**src/rtl/complex_mult_pkg.sv**
```systemverilog
// Shared constants and helpers for the streaming complex multiplier.
package complex_mult_pkg;

  localparam int LATENCY = 6;
  localparam int RANGE_W = 128;

  function automatic int fw(input int a, input int b);
    return a + b + 1;
  endfunction

  // True when v lies outside the signed range of a w-bit word.
  function automatic logic out_of_range(input logic signed [RANGE_W-1:0] v, input int w);
    logic signed [RANGE_W-1:0] hi;
    logic signed [RANGE_W-1:0] lo;
    hi = (RANGE_W'(1) <<< (w - 1)) - RANGE_W'(1);
    lo = -hi - RANGE_W'(1);
    return (v > hi) || (v < lo);
  endfunction

endpackage

```
**src/rtl/cmplx_round_sat.sv**
```systemverilog
// Output scaling for one product component: round and shift, then clamp or wrap
// to the output width, with an out-of-range flag.
module cmplx_round_sat
  import complex_mult_pkg::*;
#(
  parameter int IN_WIDTH  = 34,
  parameter int SHIFT     = 0,
  parameter int ROUND     = 1,
  parameter int SAT       = 1,
  parameter int OUT_WIDTH = 33
) (
  input  logic                        clk,
  input  logic                        rst_n,
  input  logic                        ce,
  input  logic signed [IN_WIDTH-1:0]  din,
  output logic signed [OUT_WIDTH-1:0] dout,
  output logic                        ovf
);

  // One guard bit above the input absorbs the rounding increment.
  localparam int EW = IN_WIDTH + 1;
  localparam int SW = EW - SHIFT;
  localparam logic signed [EW-1:0] RND =
    (ROUND != 0 && SHIFT > 0) ? (EW'(1) <<< ((SHIFT > 0) ? SHIFT - 1 : 0)) : '0;
  localparam logic signed [OUT_WIDTH-1:0] OMAX = {1'b0, {(OUT_WIDTH-1){1'b1}}};
  localparam logic signed [OUT_WIDTH-1:0] OMIN = {1'b1, {(OUT_WIDTH-1){1'b0}}};

  function automatic logic signed [SW-1:0] round_shift(input logic signed [IN_WIDTH-1:0] v);
    logic signed [EW-1:0] t;
    t = EW'(v) + RND;
    return SW'(t >>> SHIFT);
  endfunction

  function automatic logic signed [OUT_WIDTH-1:0] fit(input logic signed [SW-1:0] v);
    logic signed [RANGE_W-1:0] x;
    x = RANGE_W'(v);
    if (SAT != 0 && out_of_range(x, OUT_WIDTH))
      return v[SW-1] ? OMIN : OMAX;
    return OUT_WIDTH'(x);
  endfunction

  logic signed [SW-1:0] sc_p5;

  // stage 5: round and shift
  always_ff @(posedge clk) begin
    if (ce) sc_p5 <= round_shift(din);
  end

  // stage 6: range fit
  always_ff @(posedge clk or negedge rst_n) begin
    if (!rst_n) begin
      dout <= '0;
      ovf  <= 1'b0;
    end else if (ce) begin
      dout <= fit(sc_p5);
      ovf  <= out_of_range(RANGE_W'(sc_p5), OUT_WIDTH);
    end
  end

endmodule

```
**src/rtl/complex_mult_stream.sv**
```systemverilog
// Pipelined complex multiplier p = a*b or a*conj(b) using three shared-term
// multipliers, with scaling, saturation and valid/ready flow control.
module complex_mult_stream
  import complex_mult_pkg::*;
#(
  parameter int A_WIDTH   = 16,
  parameter int B_WIDTH   = 16,
  parameter int OUT_WIDTH = 33,
  parameter int SHIFT     = 0,
  parameter int ROUND     = 1,
  parameter int SAT       = 1
) (
  input  logic                        clk,
  input  logic                        rst_n,
  input  logic                        s_valid,
  output logic                        s_ready,
  input  logic signed [A_WIDTH-1:0]   s_ar,
  input  logic signed [A_WIDTH-1:0]   s_ai,
  input  logic signed [B_WIDTH-1:0]   s_br,
  input  logic signed [B_WIDTH-1:0]   s_bi,
  input  logic                        s_conj,
  output logic                        m_valid,
  input  logic                        m_ready,
  output logic signed [OUT_WIDTH-1:0] m_pr,
  output logic signed [OUT_WIDTH-1:0] m_pi,
  output logic                        m_ovf
);

  localparam int FW = fw(A_WIDTH, B_WIDTH);
  localparam int PW = FW + 1;

  logic ce;
  logic vld_p1, vld_p2, vld_p3, vld_p4, vld_p5;

  logic signed [A_WIDTH-1:0] ar_p1, ai_p1, ar_p2, ai_p2;
  logic signed [B_WIDTH-1:0] br_p1;
  logic signed [B_WIDTH:0]   bi_ext, bip_p1, bip_p2;
  logic signed [A_WIDTH:0]   c_p2;
  logic signed [B_WIDTH+1:0] dr_p2, di_p2;
  logic signed [PW-1:0]      m0_p3, mr_p3, mi_p3;
  logic signed [PW-1:0]      pr_p4, pi_p4;
  logic                      ovf_r, ovf_i;

  // The whole pipe moves as one; a full output slot that is not taken stalls it.
  assign ce      = ~m_valid | m_ready;
  assign s_ready = ce;
  assign bi_ext  = (B_WIDTH+1)'(s_bi);

  always_ff @(posedge clk or negedge rst_n) begin
    if (!rst_n) begin
      vld_p1  <= 1'b0;
      vld_p2  <= 1'b0;
      vld_p3  <= 1'b0;
      vld_p4  <= 1'b0;
      vld_p5  <= 1'b0;
      m_valid <= 1'b0;
    end else if (ce) begin
      vld_p1  <= s_valid;
      vld_p2  <= vld_p1;
      vld_p3  <= vld_p2;
      vld_p4  <= vld_p3;
      vld_p5  <= vld_p4;
      m_valid <= vld_p5;
    end
  end

  // stage 1: input register, conjugate folded into bi
  always_ff @(posedge clk) begin
    if (ce) begin
      ar_p1  <= s_ar;
      ai_p1  <= s_ai;
      br_p1  <= s_br;
      bip_p1 <= s_conj ? -bi_ext : bi_ext;
    end
  end

  // stage 2: pre-adds
  always_ff @(posedge clk) begin
    if (ce) begin
      ar_p2  <= ar_p1;
      ai_p2  <= ai_p1;
      bip_p2 <= bip_p1;
      c_p2   <= (A_WIDTH+1)'(ar_p1) - (A_WIDTH+1)'(ai_p1);
      dr_p2  <= (B_WIDTH+2)'(br_p1) - (B_WIDTH+2)'(bip_p1);
      di_p2  <= (B_WIDTH+2)'(br_p1) + (B_WIDTH+2)'(bip_p1);
    end
  end

  // stage 3: the three products
  always_ff @(posedge clk) begin
    if (ce) begin
      m0_p3 <= PW'(c_p2) * PW'(bip_p2);
      mr_p3 <= PW'(dr_p2) * PW'(ar_p2);
      mi_p3 <= PW'(di_p2) * PW'(ai_p2);
    end
  end

  // stage 4: recombine around the shared term
  always_ff @(posedge clk) begin
    if (ce) begin
      pr_p4 <= mr_p3 + m0_p3;
      pi_p4 <= mi_p3 + m0_p3;
    end
  end

  cmplx_round_sat #(
    .IN_WIDTH (PW),
    .SHIFT    (SHIFT),
    .ROUND    (ROUND),
    .SAT      (SAT),
    .OUT_WIDTH(OUT_WIDTH)
  ) u_rs_re (
    .clk  (clk),
    .rst_n(rst_n),
    .ce   (ce),
    .din  (pr_p4),
    .dout (m_pr),
    .ovf  (ovf_r)
  );

  cmplx_round_sat #(
    .IN_WIDTH (PW),
    .SHIFT    (SHIFT),
    .ROUND    (ROUND),
    .SAT      (SAT),
    .OUT_WIDTH(OUT_WIDTH)
  ) u_rs_im (
    .clk  (clk),
    .rst_n(rst_n),
    .ce   (ce),
    .din  (pi_p4),
    .dout (m_pi),
    .ovf  (ovf_i)
  );

  assign m_ovf = ovf_r | ovf_i;

endmodule
```
**config.mk**
```make
export PLATFORM = sky130hd
export DESIGN_NAME = complex_mult_stream
export DESIGN_NICKNAME = d
export VERILOG_FILES = /design/src/rtl/complex_mult_pkg.sv /design/src/rtl/cmplx_round_sat.sv /design/src/rtl/complex_mult_stream.sv
export SDC_FILE = /design/constraint.sdc
export NUM_CORES = 2
export LEC_CHECK = 0
export ABC_AREA = 0
export BUFFER_PORTS_ARGS = -buffer_cell sky130_fd_sc_hd__buf_2
export CORE_MARGIN = 5
export CORE_UTILIZATION = 23
export DETAILED_ROUTE_END_ITERATION = 6
export GPL_ROUTABILITY_DRIVEN = 0
export MAX_ROUTING_LAYER = met4
export PLACE_DENSITY = 0.37
export SYNTH_ARGS = -nofsm -noshare
export SYNTH_HDL_FRONTEND = slang
export SYNTH_SLANG_ARGS = --single-unit
```
**constraint.sdc**
```tcl
create_clock -name clk -period 17.2 [get_ports clk]
set_clock_uncertainty 0.15 [all_clocks]
set_input_delay 1.72 -clock clk [delete_from_list [all_inputs] [get_ports clk]]
set_output_delay 1.72 -clock clk [all_outputs]
set_load 0.02 [all_outputs]
```
==> flow_summary_export.csv <==
group,metric,value,unit
status,status,"complete, no violations",
synthesis,synth-warning-count,0,
clock_network,postCtsSetupBuffers,0,
timing,tns,0,ps
synthesis,synth_ff_type,"edfxtp_1",
clock_network,cts_tree,"done",
placed_design,place_hpwl,131000,µm
die,dieArea,244000,µm²
setup_path,worst-path-max-fanout,16,
placed_design,port_buffers,137,
clock_network,cts_buffers,69,
synthesis,avgSynthCellArea,10.2,µm²
synthesis,synth_edf_count,404,
setup_path,end_kind,"flop",
setup_path,r2r_end,"mr_p3[33]",
timing,fin_crit_sh,41.8,%
setup_path,start_kind,"flop",
timing,tightest_slew,1100,ps
clock_network,cts.sinks,478,
clock_network,clockBufferDepth,3,
die,io_pins,138,
drt,wl_met1,80800,µm
die,dieWidth,494,µm
drt,top_layer_used,"met4",
setup_path,reg2reg_from,"dr_p2[11]",
grt,grt_usage,13.8,%
worst_hold_path,holdPathEnd,"u_rs_im.sc_p5[32]",
drt,vias,35030,
setup_path,regToRegSetupSlack,10020,ps
grt,grt_antenna_before_repair,5,
timing,hold_viol,0,
grt,grt_pass1_wl,249000,µm
setup_path,worstSetupPathType,"flop to flop",
layout,drive_gt1_share,5.53,%
synthesis,synthArstFlopShare,15.5,%
drt,drc,0,
drt,wl_met2,71100,µm
synthesis,synthCells,5276,
drt,drt_iter0_markers,1939,
die,core,233000,µm²
grt,grt_pass1_vias,38105,
timing,rsz0062_at_grt,"false",
drt,drtAntennaViolNets,0,
timing,fmax,139,MHz
worst_hold_path,min_from,"pi_p4[32]",
synthesis,ys_seq_area_share,25.9,%
worst_hold_path,hold_path_depth,0,
timing,finalSetupViolCount,0,
timing,period_needed,7180,ps
die,fp.dieH,494,µm
drt,wl_met3,4930,µm
synthesis,syn-num-nets,6600,
clock_network,htree_levels,3,
clock_network,clockRootBuffer,"clkbuf_16",
setup_path,required,17480,ps
drt,wl,160000,µm
die,start_util,23.1,%
die,num_rows,177,
drt,wire_per_inst,18.8,µm
layout,layout.nets,6655,
grt,grt_max_degree,136,
timing,drv_slew,0,
flow_run,maxCapViolations,0,
setup_path,arrival,7470,ps
drt,via_per_inst,4.11,
synthesis,synth-seq-cells,478,
drt,first_pass_iters,5,
clock_network,hold_buffers,0,
layout,area_growth_syn_to_layout,12.0,%
setup_path,reg2reg_depth,20,
grt,overflow,0,
synthesis,synth.cell_area,53900,µm²
clock_network,cts_resized,0,
clock_network,clock_latency,710,ps
clock_network,clk_pin_slew,60,ps
timing,relSlewSlack,26.9,%
worst_hold_path,hold_path_class,"flop to flop",
synthesis,synth.distinct_cells,75,
-- through the flow --
| stage | worst slack [ps] | util, % | hold slack (ps) | instance area, µm² | std cells |
|---|---|---|---|---|---|
| 2_1_floorplan | 5460 | - | 250 | 53900 | 5276 |
| 3_3_place_gp | 9930 | 24.9 | 256 | 58100 | 8392 |
| 3_5_place_dp | 9860 | 24.9 | 255 | 58100 | 8392 |
| 4_1_cts | 9850 | 25.9 | 266 | 60400 | 8518 |
| 5_1_grt | 9550 | 25.9 | 267 | 60400 | 8519 |
| 6_report | 10020 | 25.9 | 265 | 60400 | 8519 |
-- cell families after synthesis --
| kind of cell | Yosys count | share of synthesized area (%) |
|---|---|---|
| AOI/OAI and AO/OA | 630 | 7.33 |
| muxes | 9 | 0.183 |
| and+or+nand+nor | 1486 | 13.3 |
| xor gates and xnor gates | 216 | 3.52 |
| adders and majority gates | 1255 | 41.4 |
| buffers and inverters | 1202 | 8.37 |
| DFF | 478 | 25.9 |
-- per-layer routing --
layer | track usage (%) | vias to the layer above
met1 | 19.8 | 17674
met3 | 1.60 | 123
met4 | 2.96 | 0
li1 | - | 16682
met5 | - | -
met2 | 21.0 | 551
-- area by class of cell --
type / count / area [µm²]
fill: 24883 / 173000
sequential: 478 / 14000
clock buffer: 78 / 1760
antenna: 1 / 2.50
multi-input combinational: 3596 / 35400
inverter: 1031 / 3880
timing repair buffer: 155 / 836
tap: 3132 / 3920
clock inverter: 48 / 584
-- registers in the layout, summed over array words and instances, names as in the netlist, 18 cells and up --
name           count
mr_p3             34
m0_p3             34
u_rs_im.sc_p5     34
pi_p4             34
u_rs_re.sc_p5     34
u_rs_im.dout      33
mi_p3             34
dr_p2             18
pr_p4             34
u_rs_re.dout      33
-- worst max path at each step --
stage	end	cells past startpoint	slack, ps	startpoint
floorplan	s_ready	3	5460	m_ready
global placement	mr_p3[33]	20	9930	dr_p2[11]
detailed placement	mr_p3[33]	20	9860	dr_p2[11]
CTS	mr_p3[33]	20	9850	dr_p2[11]
global route	mr_p3[33]	20	9550	dr_p2[11]
finish	mr_p3[33]	20	10020	dr_p2[11]
-- synth_stat cells, drive strengths merged (18+ instances only) --
| cell | number | share of area [%] |
|---|---|---|
| a21o | 83 | 1.2 |
| a21oi | 148 | 1.4 |
| and2 | 421 | 4.9 |
| and3 | 24 | 0.28 |
| clkbuf | 160 | 1.1 |
| dfrtp | 74 | 3.4 |
| edfxtp | 404 | 22 |
| fa | 881 | 33 |
| ha | 374 | 8.7 |
| inv | 1031 | 7.2 |
| nand2 | 687 | 4.8 |
| nand2b | 46 | 0.53 |
| nand3 | 37 | 0.34 |
| nor2 | 146 | 1.0 |
| nor2b | 33 | 0.38 |
| nor3 | 32 | 0.30 |
| o211ai | 19 | 0.26 |
| o21a | 18 | 0.25 |
| o21ai | 209 | 1.9 |
| o21bai | 18 | 0.25 |
| xnor2 | 165 | 2.7 |
| xor2 | 51 | 0.83 |
-- layout by cell type, fill, tap and decap left out, types with 19 or more instances in the layout --
cell       synthesis  routed
a21o_1            83      83
a21oi_1          145     145
and2_1           421     421
and3_1            24      24
buf_2              0     136
clkbuf_16          0      69
dfrtp_1           74      74
edfxtp_1         404     404
fa_1             881     881
ha_1             374     374
inv_1           1029    1028
nand2_1          687     687
nand2b_1          46      46
nand3_1           37      37
nor2_1           145     145
nor2b_1           33      32
nor3_1            32      32
o211ai_1          19      19
o21ai_0          166     166
o21ai_1           43      43
xnor2_1          164     164
xor2_1            51      51
-- critical path, cell delays in order (launching register included) --
cell       delay, ps
edfxtp_1         800
nand2_1          170
fa_1             550
fa_1             520
fa_1             510
inv_1             50
fa_1             490
fa_1             490
inv_1             50
fa_1             470
inv_1             40
ha_1             330
a21o_1           180
a21oi_1          210
o21ai_1          120
a311oi_1         630
a21oi_1          230
o211ai_1         260
nand2_1          130
a2111oi_0        420
nor3_1            90
Power is not shown: default switching activity piles up to over one toggle a cycle in this logic, so the estimate is an artifact.
